**config.mk**
```make
export PLATFORM = sky130hd
export DESIGN_NAME = hilo_muldiv_unit
export DESIGN_NICKNAME = d
export VERILOG_FILES = /design/src/rtl/hilo_muldiv_unit.sv
export SDC_FILE = /design/constraint.sdc
export NUM_CORES = 1
export LEC_CHECK = 0
export CORE_AREA = 2 2 137 192
export DETAILED_ROUTE_END_ITERATION = 8
export DIE_AREA = 0 0 139 194
export PLACE_DENSITY = 0.9
export SLEW_MARGIN = 10
export SYNTH_ARGS = -nofsm -noshare
export SYNTH_HDL_FRONTEND = slang
export SYNTH_SLANG_ARGS = --single-unit
```
**constraint.sdc**
```tcl
create_clock -name clk -period 4.2 [get_ports clk]
set_clock_uncertainty 0.1 [all_clocks]
set_input_delay 1.05 -clock clk [delete_from_list [all_inputs] [get_ports clk]]
set_output_delay 1.05 -clock clk [all_outputs]
set_load 0.1 [all_outputs]
```
**src/rtl/hilo_muldiv_unit.sv**
```systemverilog
// -----------------------------------------------------------------------------
// hilo_muldiv_unit
//
// Iterative multiply/divide unit that owns the Hi/Lo register pair.
// MULT/MULTU use one shift-add step per clock and DIV/DIVU use one
// restoring-divide step per clock. Both work on operand magnitudes, and the
// sign correction happens in a final FIX cycle. MTHI/MTLO write Hi/Lo directly
// while the unit is idle.
//
// Ports:
//   clk          rising-edge clock
//   reset        synchronous, active-high reset
//   start        begin an operation (only honoured in IDLE)
//   op           00 MULT, 01 MULTU, 10 DIV, 11 DIVU
//   a, b         multiplicand/dividend, multiplier/divisor
//   mthi, mtlo   write wdata into hi / lo (only in IDLE, and only without start)
//   wdata        data for mthi/mtlo
//   busy         operation in progress
//   done         one-cycle pulse once hi/lo hold the result
//   div_by_zero  sticky flag for a zero divisor, cleared by the next start
//   hi, lo       Hi/Lo registers
// -----------------------------------------------------------------------------
module hilo_muldiv_unit #(
    parameter int WIDTH = 32,
    parameter int CNT_W = $clog2(WIDTH) + 1
) (
    input  logic             clk,
    input  logic             reset,
    input  logic             start,
    input  logic [1:0]       op,
    input  logic [WIDTH-1:0] a,
    input  logic [WIDTH-1:0] b,
    input  logic             mthi,
    input  logic             mtlo,
    input  logic [WIDTH-1:0] wdata,
    output logic             busy,
    output logic             done,
    output logic             div_by_zero,
    output logic [WIDTH-1:0] hi,
    output logic [WIDTH-1:0] lo
);

    typedef enum logic [1:0] {
        ST_IDLE = 2'b00,
        ST_RUN  = 2'b01,
        ST_FIX  = 2'b10,
        ST_ZDIV = 2'b11
    } state_t;

    localparam logic [WIDTH-1:0]   ZERO_W   = {WIDTH{1'b0}};
    localparam logic [WIDTH-1:0]   ONE_W    = {{(WIDTH-1){1'b0}}, 1'b1};
    localparam logic [2*WIDTH-1:0] ONE_2W   = {{(2*WIDTH-1){1'b0}}, 1'b1};
    localparam logic [CNT_W-1:0]   CNT_ZERO = {CNT_W{1'b0}};
    localparam logic [CNT_W-1:0]   CNT_ONE  = {{(CNT_W-1){1'b0}}, 1'b1};
    localparam logic [CNT_W-1:0]   CNT_LOAD = CNT_W'(WIDTH);

    // Two's complement negation helpers
    function automatic logic [WIDTH-1:0] neg_w(input logic [WIDTH-1:0] v);
        return ~v + ONE_W;
    endfunction

    function automatic logic [2*WIDTH-1:0] neg_2w(input logic [2*WIDTH-1:0] v);
        return ~v + ONE_2W;
    endfunction

    state_t             state_q, state_d;
    logic               busy_q, busy_d;
    logic               done_q, done_d;
    logic               dbz_q, dbz_d;
    logic [WIDTH-1:0]   hi_q, hi_d;
    logic [WIDTH-1:0]   lo_q, lo_d;
    logic [WIDTH-1:0]   acc_q, acc_d;       // running high product / partial remainder
    logic [WIDTH-1:0]   work_q, work_d;     // multiplier bits / dividend-then-quotient
    logic [WIDTH-1:0]   mcand_q, mcand_d;   // multiplicand magnitude / divisor magnitude
    logic [CNT_W-1:0]   cnt_q, cnt_d;
    logic               is_div_q, is_div_d;
    logic               neg_q_q, neg_q_d;   // negate product or quotient in FIX
    logic               neg_r_q, neg_r_d;   // negate remainder in FIX

    // Operand magnitudes; the MIN value maps onto 2^(WIDTH-1) as an unsigned number
    logic               is_signed_s;
    logic               a_neg_s, b_neg_s;
    logic [WIDTH-1:0]   a_mag_s, b_mag_s;
    logic               div_zero_s;

    assign is_signed_s = ~op[0];
    assign a_neg_s     = is_signed_s & a[WIDTH-1];
    assign b_neg_s     = is_signed_s & b[WIDTH-1];
    assign a_mag_s     = a_neg_s ? neg_w(a) : a;
    assign b_mag_s     = b_neg_s ? neg_w(b) : b;
    assign div_zero_s  = op[1] & (b == ZERO_W);

    // Shift-add step: add the multiplicand when the current multiplier bit is set,
    // then shift {carry, acc, work} right by one
    logic [WIDTH:0]     sum_s;
    assign sum_s = {1'b0, acc_q} + (work_q[0] ? {1'b0, mcand_q} : {1'b0, ZERO_W});

    // Restoring-divide step: bring in the next dividend bit and try subtracting
    logic [WIDTH:0]     rem_sh_s;
    logic [WIDTH+1:0]   diff_s;
    logic               borrow_s;
    logic               unused_diff_s;
    assign rem_sh_s      = {acc_q, work_q[WIDTH-1]};
    assign diff_s        = {1'b0, rem_sh_s} - {2'b00, mcand_q};
    assign borrow_s      = diff_s[WIDTH+1];
    // A successful subtraction always leaves a value below the divisor
    assign unused_diff_s = diff_s[WIDTH];

    // Sign-corrected results written back in FIX
    logic [2*WIDTH-1:0] prod_s, prod_fix_s;
    logic [WIDTH-1:0]   quo_fix_s, rem_fix_s;
    assign prod_s     = {acc_q, work_q};
    assign prod_fix_s = neg_q_q ? neg_2w(prod_s) : prod_s;
    assign quo_fix_s  = neg_q_q ? neg_w(work_q) : work_q;
    assign rem_fix_s  = neg_r_q ? neg_w(acc_q) : acc_q;

    // State and datapath registers, synchronous reset
    always_ff @(posedge clk) begin
        if (reset) begin
            state_q  <= ST_IDLE;
            busy_q   <= 1'b0;
            done_q   <= 1'b0;
            dbz_q    <= 1'b0;
            hi_q     <= ZERO_W;
            lo_q     <= ZERO_W;
            acc_q    <= ZERO_W;
            work_q   <= ZERO_W;
            mcand_q  <= ZERO_W;
            cnt_q    <= CNT_ZERO;
            is_div_q <= 1'b0;
            neg_q_q  <= 1'b0;
            neg_r_q  <= 1'b0;
        end else begin
            state_q  <= state_d;
            busy_q   <= busy_d;
            done_q   <= done_d;
            dbz_q    <= dbz_d;
            hi_q     <= hi_d;
            lo_q     <= lo_d;
            acc_q    <= acc_d;
            work_q   <= work_d;
            mcand_q  <= mcand_d;
            cnt_q    <= cnt_d;
            is_div_q <= is_div_d;
            neg_q_q  <= neg_q_d;
            neg_r_q  <= neg_r_d;
        end
    end

    // Next-state logic
    always_comb begin
        state_d = state_q;
        case (state_q)
            ST_IDLE: begin
                if (start) begin
                    state_d = div_zero_s ? ST_ZDIV : ST_RUN;
                end else begin
                    state_d = ST_IDLE;
                end
            end
            ST_RUN: begin
                // cnt_q == 1 means this edge performs the last step
                if (cnt_q == CNT_ONE) begin
                    state_d = ST_FIX;
                end else begin
                    state_d = ST_RUN;
                end
            end
            ST_FIX:  state_d = ST_IDLE;
            ST_ZDIV: state_d = ST_IDLE;
            default: state_d = ST_IDLE;
        endcase
    end

    // Registered handshake outputs: busy follows the next state, done pulses on leaving FIX/ZDIV
    always_comb begin
        busy_d = (state_d != ST_IDLE);
        done_d = (state_q == ST_FIX) || (state_q == ST_ZDIV);
    end

    // Datapath: operand capture, iteration steps, write-back and MTHI/MTLO
    always_comb begin
        dbz_d    = dbz_q;
        hi_d     = hi_q;
        lo_d     = lo_q;
        acc_d    = acc_q;
        work_d   = work_q;
        mcand_d  = mcand_q;
        cnt_d    = cnt_q;
        is_div_d = is_div_q;
        neg_q_d  = neg_q_q;
        neg_r_d  = neg_r_q;
        case (state_q)
            ST_IDLE: begin
                if (start) begin
                    // start takes priority; any simultaneous mthi/mtlo is dropped
                    is_div_d = op[1];
                    neg_q_d  = a_neg_s ^ b_neg_s;
                    neg_r_d  = a_neg_s;
                    acc_d    = ZERO_W;
                    work_d   = a_mag_s;
                    mcand_d  = b_mag_s;
                    cnt_d    = CNT_LOAD;
                    dbz_d    = 1'b0;
                end else begin
                    hi_d = mthi ? wdata : hi_q;
                    lo_d = mtlo ? wdata : lo_q;
                end
            end
            ST_RUN: begin
                cnt_d = cnt_q - CNT_ONE;
                if (is_div_q) begin
                    acc_d  = borrow_s ? rem_sh_s[WIDTH-1:0] : diff_s[WIDTH-1:0];
                    work_d = {work_q[WIDTH-2:0], ~borrow_s};
                end else begin
                    acc_d  = sum_s[WIDTH:1];
                    work_d = {sum_s[0], work_q[WIDTH-1:1]};
                end
            end
            ST_FIX: begin
                if (is_div_q) begin
                    hi_d = rem_fix_s;
                    lo_d = quo_fix_s;
                end else begin
                    hi_d = prod_fix_s[2*WIDTH-1:WIDTH];
                    lo_d = prod_fix_s[WIDTH-1:0];
                end
            end
            ST_ZDIV: begin
                dbz_d = 1'b1;
            end
            default: begin
                dbz_d = dbz_q;
            end
        endcase
    end

    assign busy        = busy_q;
    assign done        = done_q;
    assign div_by_zero = dbz_q;
    assign hi          = hi_q;
    assign lo          = lo_q;

endmodule

```
# Word-level counts from Yosys, hierarchy flattened
# Cells that the tools add are included.
# word_totals
reg_bits	174
output_inout_bits	67
input_bits	103
ramBits	0
memories	0
rom_bits	0
wordCells	82
latchBits	0
# classes
multipliers	0
n_bitwise	11
n_addsub	8
n_reduce_logical	13
shift	0
eq_ne	8
div	0
magnitude_cmp	0
mux	29
# op_table
op	count
32-bit 2-to-1 mux	16
32-bit case mux with 2 select lines	4
32-bit by 1-bit adder with 32-bit output (second input constant)	4
32-bit NOT	4
64-bit by 1-bit adder with 64-bit output (second input constant)	1
64-bit 2-to-1 mux	1
64-bit NOT	1
33-bit by 32-bit subtractor with 34-bit output	1
32-bit by 32-bit adder with 33-bit output	1
32-bit logical NOT	1
6-bit case mux with 2 select lines	1
2-bit != test (second input constant)	4
2-bit nonzero test	4
6-bit by 1-bit equality test with 1-bit output (second input constant)	1
2-bit 2-to-1 mux	3
6-bit 2-to-1 mux	1
2-bit case mux with 3 select lines	1
2-bit AND reduction	3
3-bit AND reduction	2
6-bit by 1-bit subtractor with 6-bit output (second input constant)	1
2-bit equality test (second input constant)	2
1-bit AND	3
2-bit by 1-bit equality test with 1-bit output (second input constant)	1
2-bit logical NOT	1
6 further kinds	7

# Logic depth before layout (Yosys ltp)
# depth
ltp_word	6
mapped_depth	14
depth_no_buf	13

# Least setup slack after synthesis
# No wires, ideal clock.
# synth_path
path_type	reg-to-reg
start	reg work_q[18]
end	reg hi_q[19], in the netlist hi[19]
path_slack_ps	597
setup_ps	70
arrival_ps	3432
required_time_ps	4030
n_path_buf	2
stages_incl_launch_ff	12
period_less_slack_ps	3603
cell_sequence	dfxtp_1 -> buf_6 -> or4_4 -> or4_4 -> or4_4 -> or4_1 -> buf_2 -> and2_4 -> o41ai_2 -> xor2_1 -> a211o_1 -> a21oi_1
# synth_between
elab_chain_cells	5
# synth_rtl
item	line	rtl
from (decl)	73	logic [WIDTH-1:0] work_q, work_d;
from (signal assigned)	141	work_q <= work_d;
64-bit NOT	63	return ~v + ONE_2W;
64-bit by 1-bit adder with 64-bit output	63	
64-bit 2-to-1 mux	113	assign prod_fix_s = neg_q_q ? neg_2w(prod_s) : prod_s;
32-bit 2-to-1 mux	221	if (is_div_q) begin
32-bit case mux with 2 select lines	193	case (state_q)
to (signal assigned)	138	hi_q <= hi_d;
to (decl)	70	logic [WIDTH-1:0] hi_q, hi_d;
# Every way passes these cells.
# A chain may end at the register's enable or synchronous reset.

# Worst setup path in the final report
# layout_path
start	reg mcand_q[14]
end	reg acc_q[27]
# layout_between
elab_chain_cells	4
elab_cells_between_ends	6
cone_classes	add/sub (2); mux (4)
# layout_rtl
item	line	rtl
from (decl)	74	logic [WIDTH-1:0] mcand_q, mcand_d;
from (signal assigned)	142	mcand_q <= mcand_d;
33-bit by 32-bit subtractor with 34-bit output / 32-bit 2-to-1 mux (equally long branches)	104, 96	
32-bit 2-to-1 mux / 32-bit by 32-bit adder with 33-bit output (equally long branches)	213, 96	
32-bit 2-to-1 mux (*)	212	if (is_div_q) begin
32-bit case mux with 2 select lines (*)	193	
to (signal assigned)	126	acc_q <= ZERO_W;
to (signal assigned)	140	acc_q <= acc_d;
to (decl)	72	logic [WIDTH-1:0] acc_q, acc_d;
# Every way passes the cells marked *; elsewhere a longest branch is shown, timed or not.

==> flow_metrics.py <==
metrics = {
    "critical_path": {
        "critPathLaunchType": "register",
        "critPathSlowestCell": "o41ai_1",
        "rr_startpoint": "mcand_q[14]",
        "worstSetupPathDepth": 12,
        "r2r_slack_ns": 0.33,
        "crit_end": "acc_q[27]",
        "r2r_cells": 12,
        "cp.arrival_ns": 4.10,
        "startpoint": "mcand_q[14]",
        "cp_top_family": "compound AO/OA/AOI/OAI gates",
        "timing.critical_path.buf_inv": 2,
        "path_class": "reg2reg",
        "cp_slowest_stage_delay_ns": 0.96,
        "critPathCaptureType": "register",
        "required_ns": 4.43,
        "worst_r2r_endpoint": "acc_q[27]",
        "cp_max_fo": 22,
        "worstPathCellList": "inv_1, ha_1, and4_1, and3_1, a22oi_1, nand2_1, o41ai_1, o21ai_2, buf_4, or3_1, o2111ai_1, o21ai_0",
    },
    "global_route": {
        "grt_max_degree": 99,
        "grt_pass1_vias": 14600,
        "track_usage_pct": 34.7,
        "antenna_found_initial": 0,
        "grt_pass1_wl_um": 75500,
        "globalRouteOverflowTotal": 0,
    },
    "timing": {
        "setup_tns_ns": 0,
        "tightest_slew_ns": 1.18,
        "fin_crit_sh_pct": 92.0,
        "relSlewSlack_pct": 21.1,
        "maxSlewViolCount": 0,
        "finalWorstSetupSlack_ns": 0.334,
        "min_period_ns": 3.87,
        "setup_violations": 0,
        "max_freq_mhz": 259,
        "final_hold_viol_count": 0,
        "rsz0062_at_grt": "no",
    },
    "layout": {
        "syn_to_final_growth_pct": 20.5,
        "fill_cells": 2074,
        "finalNetCount": 2133,
        "final_util_pct": 65.3,
        "design_area_um2": 16500,
        "diodes": 0,
        "stdcell_count": 2289,
        "drive_gt1_share_pct": 7.51,
    },
    "drt": {
        "post_drt_via_cell_ratio": 6.56,
        "via_count": 15000,
        "drt_iter0_drc": 1551,
        "drt_first_pass_iters": 8,
        "drc": 0,
        "routed_wirelength_um": 48200,
        "wl_per_cell_um": 21.1,
        "detail-route-antenna-nets": 0,
    },
    "job": {
        "max_cap_violations": 0,
    },
    "status": {
        "outcome": "finished clean",
    },
    "power": {
        "power_density_nw_per_um2": 335,
        "vdd_drop_max_mv": 0.429,
        "p_comb_share_pct": 33.8,
        "p_int_uw": 3410,
        "switchingPower_uw": 2100,
        "clockPowerShare_pct": 31.4,
        "pwr-share-seq_pct": 34.8,
        "swShare_pct": 38.1,
        "power_leakage_uw": 0.00651,
    },
    "hold_path": {
        "hold_depth": 2,
        "hold_class": "reg2reg",
        "min_from": "hi[6]",
    },
    "floorplanning": {
        "die_area_um2": 27000,
        "die_h_um": 194,
        "io_pins": 170,
        "core_um2": 25200,
        "die_w_um": 139,
        "start_util_pct": 54.2,
        "rows": 69,
    },
    "clocking": {
        "post_cts_resized": 0,
        "cts_tree": "built",
        "cts_buffer_depth": 2,
        "hold_buffers": 0,
        "cts_root_buf": "clkbuf_16",
        "h-tree-depth": 4,
        "clock_sinks": 174,
        "clk_pin_slew_worst_paths_ns": 0.07,
        "cts_buffers": 17,
        "clkLatencyLatePin_ns": 0.45,
        "post_cts_buffers": 0,
    },
    "placement": {
        "place_worst_setup_slack_ns": 0.0284,
        "port_buffers": 169,
        "routabilityCongestion": 1.01,
        "placed_cells": 2258,
        "dpl-instance-area_um2": 15800,
        "dp_hpwl_um": 36400,
    },
    "synthesis": {
        "ys_seq_area_share_pct": 25.5,
        "synth.avg_cell_area_um2": 7.51,
        "synthArstFlopShare_pct": 0,
        "yosysUniqueCellTypes": 75,
        "syn_inst": 1820,
        "synth_fp_nets": 1995,
        "netlist_area_um2": 13700,
        "synth_warnings": 0,
        "synth-edff-count": 0,
        "yosys_most_used_dff": "dfxtp_1",
        "ys_ff_latch": 174,
    },
}
per-stage QoR:
stage          hold WS (ns)  total power [uW]
2_1_floorplan         0.332              3180
3_3_place_gp          0.349              3720
3_5_place_dp          0.349              3760
4_1_cts               0.359              5470
5_1_grt               0.372              5710
6_report              0.361              5520
routing by layer:
| metal | vias up | GRT usage [%] | part of all wire [%] |
|---|---|---|---|
| li1 | 6919 | - | - |
| met1 | 6934 | 36.8 | 34 |
| met2 | 893 | 58.4 | 48 |
| met3 | 267 | 5.73 | 7.9 |
| met4 | 0 | 32.3 | 11 |
| met5 | - | 0 | 0 |
final cells by class:
type / count / area [um^2] / share of cell area (%)
Clock buffer: 18 / 439 / 2.67
Clock inverter: 13 / 180 / 1.09
Inverter: 65 / 244 / 1.48
Multi-Input combinational cell: 1468 / 9510 / 57.8
Sequential cell: 174 / 3480 / 21.2
Tap cell: 319 / 399 / 2.43
Timing Repair Buffer: 232 / 2200 / 13.4
synth_stat cells (4+ instances only):
| master | instances | area share (%) |
|---|---|---|
| o21bai_1 | 6 | 0.33 |
| nand2b_1 | 22 | 1.0 |
| xor2_1 | 80 | 5.1 |
| ha_1 | 70 | 6.4 |
| o211ai_1 | 7 | 0.38 |
| o41ai_1 | 11 | 0.71 |
| a21o_1 | 36 | 2.0 |
| a31oi_1 | 19 | 0.87 |
| or3_1 | 19 | 0.87 |
| a311oi_1 | 14 | 0.90 |
| nor2_1 | 256 | 7.0 |
| a21boi_0 | 4 | 0.22 |
| or4_1 | 6 | 0.33 |
| a2111oi_0 | 13 | 0.83 |
| nand3_1 | 24 | 0.88 |
| a211o_1 | 14 | 0.90 |
| nand2_1 | 127 | 3.5 |
| o31ai_1 | 26 | 1.4 |
| and2_1 | 6 | 0.27 |
| nand4_1 | 8 | 0.37 |
| mux2_2 | 27 | 2.2 |
| a211oi_1 | 95 | 5.2 |
| nor3b_1 | 7 | 0.38 |
| clkbuf_1 | 97 | 2.7 |
| buf_1 | 12 | 0.33 |
| dfxtp_1 | 174 | 25 |
| a221o_1 | 5 | 0.37 |
| o21a_1 | 7 | 0.38 |
| inv_1 | 64 | 1.8 |
| nor3_1 | 38 | 1.4 |
| o22ai_1 | 35 | 1.6 |
| nor4_1 | 19 | 0.87 |
| a21oi_1 | 155 | 5.7 |
| a22oi_1 | 16 | 0.88 |
| or2_2 | 10 | 0.46 |
| o21ai_0 | 98 | 3.6 |
| nor2b_1 | 16 | 0.73 |
| mux2i_1 | 22 | 1.6 |
| xnor2_1 | 77 | 4.9 |
| and3_1 | 15 | 0.69 |
flip-flops by register name (all words and copies together), names as in the netlist:
| name | flops |
|---|---|
| mcand_q | 32 |
| lo | 32 |
| div_by_zero | 1 |
| acc_q | 32 |
| busy | 1 |
| neg_q_q | 1 |
| done | 1 |
| work_q | 32 |
| cnt_q | 6 |
| neg_r_q | 1 |
| hi | 32 |
| state_q | 2 |
| is_div_q | 1 |
power by group through the flow:
| stage | Clock, uW | Sequential, uW | Combinational (uW) |
|---|---|---|---|
| after floorplan | 0 | 2180 | 1000 |
| after global placement | 0 | 1940 | 1780 |
| after detailed placement | 0 | 1950 | 1810 |
| after CTS | 1730 | 1910 | 1830 |
| after global routing | 1790 | 1930 | 1990 |
| final | 1730 | 1920 | 1870 |
worst register-to-register path, stage by stage, from the launching register on:
cell and delay [ns]:
dfxtp_1 0.44, inv_1 0.12, ha_1 0.39, and4_1 0.24, and3_1 0.19, a22oi_1 0.14, nand2_1 0.18, o41ai_1 0.96
o21ai_2 0.13, buf_4 0.27, or3_1 0.35, o2111ai_1 0.13, o21ai_0 0.11
placed cells by master, fill, tap and decap left out, types with 7 or more instances in the layout:
| cell | netlist | routed |
|---|---|---|
| a2111oi_0 | 13 | 13 |
| a211o_1 | 14 | 14 |
| a211oi_1 | 95 | 95 |
| a21o_1 | 36 | 36 |
| a21oi_1 | 155 | 155 |
| a22oi_1 | 16 | 16 |
| a311oi_1 | 14 | 14 |
| a31oi_1 | 19 | 19 |
| and3_1 | 15 | 15 |
| buf_4 | 0 | 61 |
| clkbuf_16 | 0 | 17 |
| clkdlybuf4s50_1 | 0 | 168 |
| dfxtp_1 | 174 | 173 |
| ha_1 | 70 | 70 |
| inv_1 | 64 | 64 |
| mux2_2 | 27 | 27 |
| mux2i_1 | 22 | 22 |
| nand2_1 | 127 | 127 |
| nand2b_1 | 22 | 22 |
| nand3_1 | 24 | 24 |
| nand4_1 | 8 | 8 |
| nor2_1 | 256 | 255 |
| nor2b_1 | 16 | 15 |
| nor3_1 | 38 | 37 |
| nor3b_1 | 7 | 7 |
| nor4_1 | 19 | 19 |
| o211ai_1 | 7 | 7 |
| o21a_1 | 7 | 7 |
| o21ai_0 | 98 | 98 |
| o22ai_1 | 35 | 35 |
| o31ai_1 | 26 | 26 |
| o41ai_1 | 11 | 11 |
| or2_2 | 10 | 10 |
| or3_1 | 19 | 19 |
| xnor2_1 | 77 | 77 |
| xor2_1 | 80 | 80 |
kinds of logic after synthesis:
| kind of cell | after synthesis | share of synthesized area (%) |
|---|---|---|
| multiplexers | 49 | 3.84 |
| XOR/XNOR | 157 | 10.1 |
| adder cells (fa/ha/maj) | 72 | 6.70 |
| AO/OA/AOI/OAI | 596 | 28.6 |
| AND/OR/NAND/NOR | 594 | 20.3 |
| buffers and inverters | 178 | 5.02 |
| flip-flops | 174 | 25.5 |
worst min path at each step:
stage,endpoint
floorplan,mcand_q[31]
global placement,hi[6]
detailed placement,hi[6]
CTS,hi[6]
global route,hi[6]
finish,hi[6]
No activity file was read; power rests on OpenSTA's default activity.
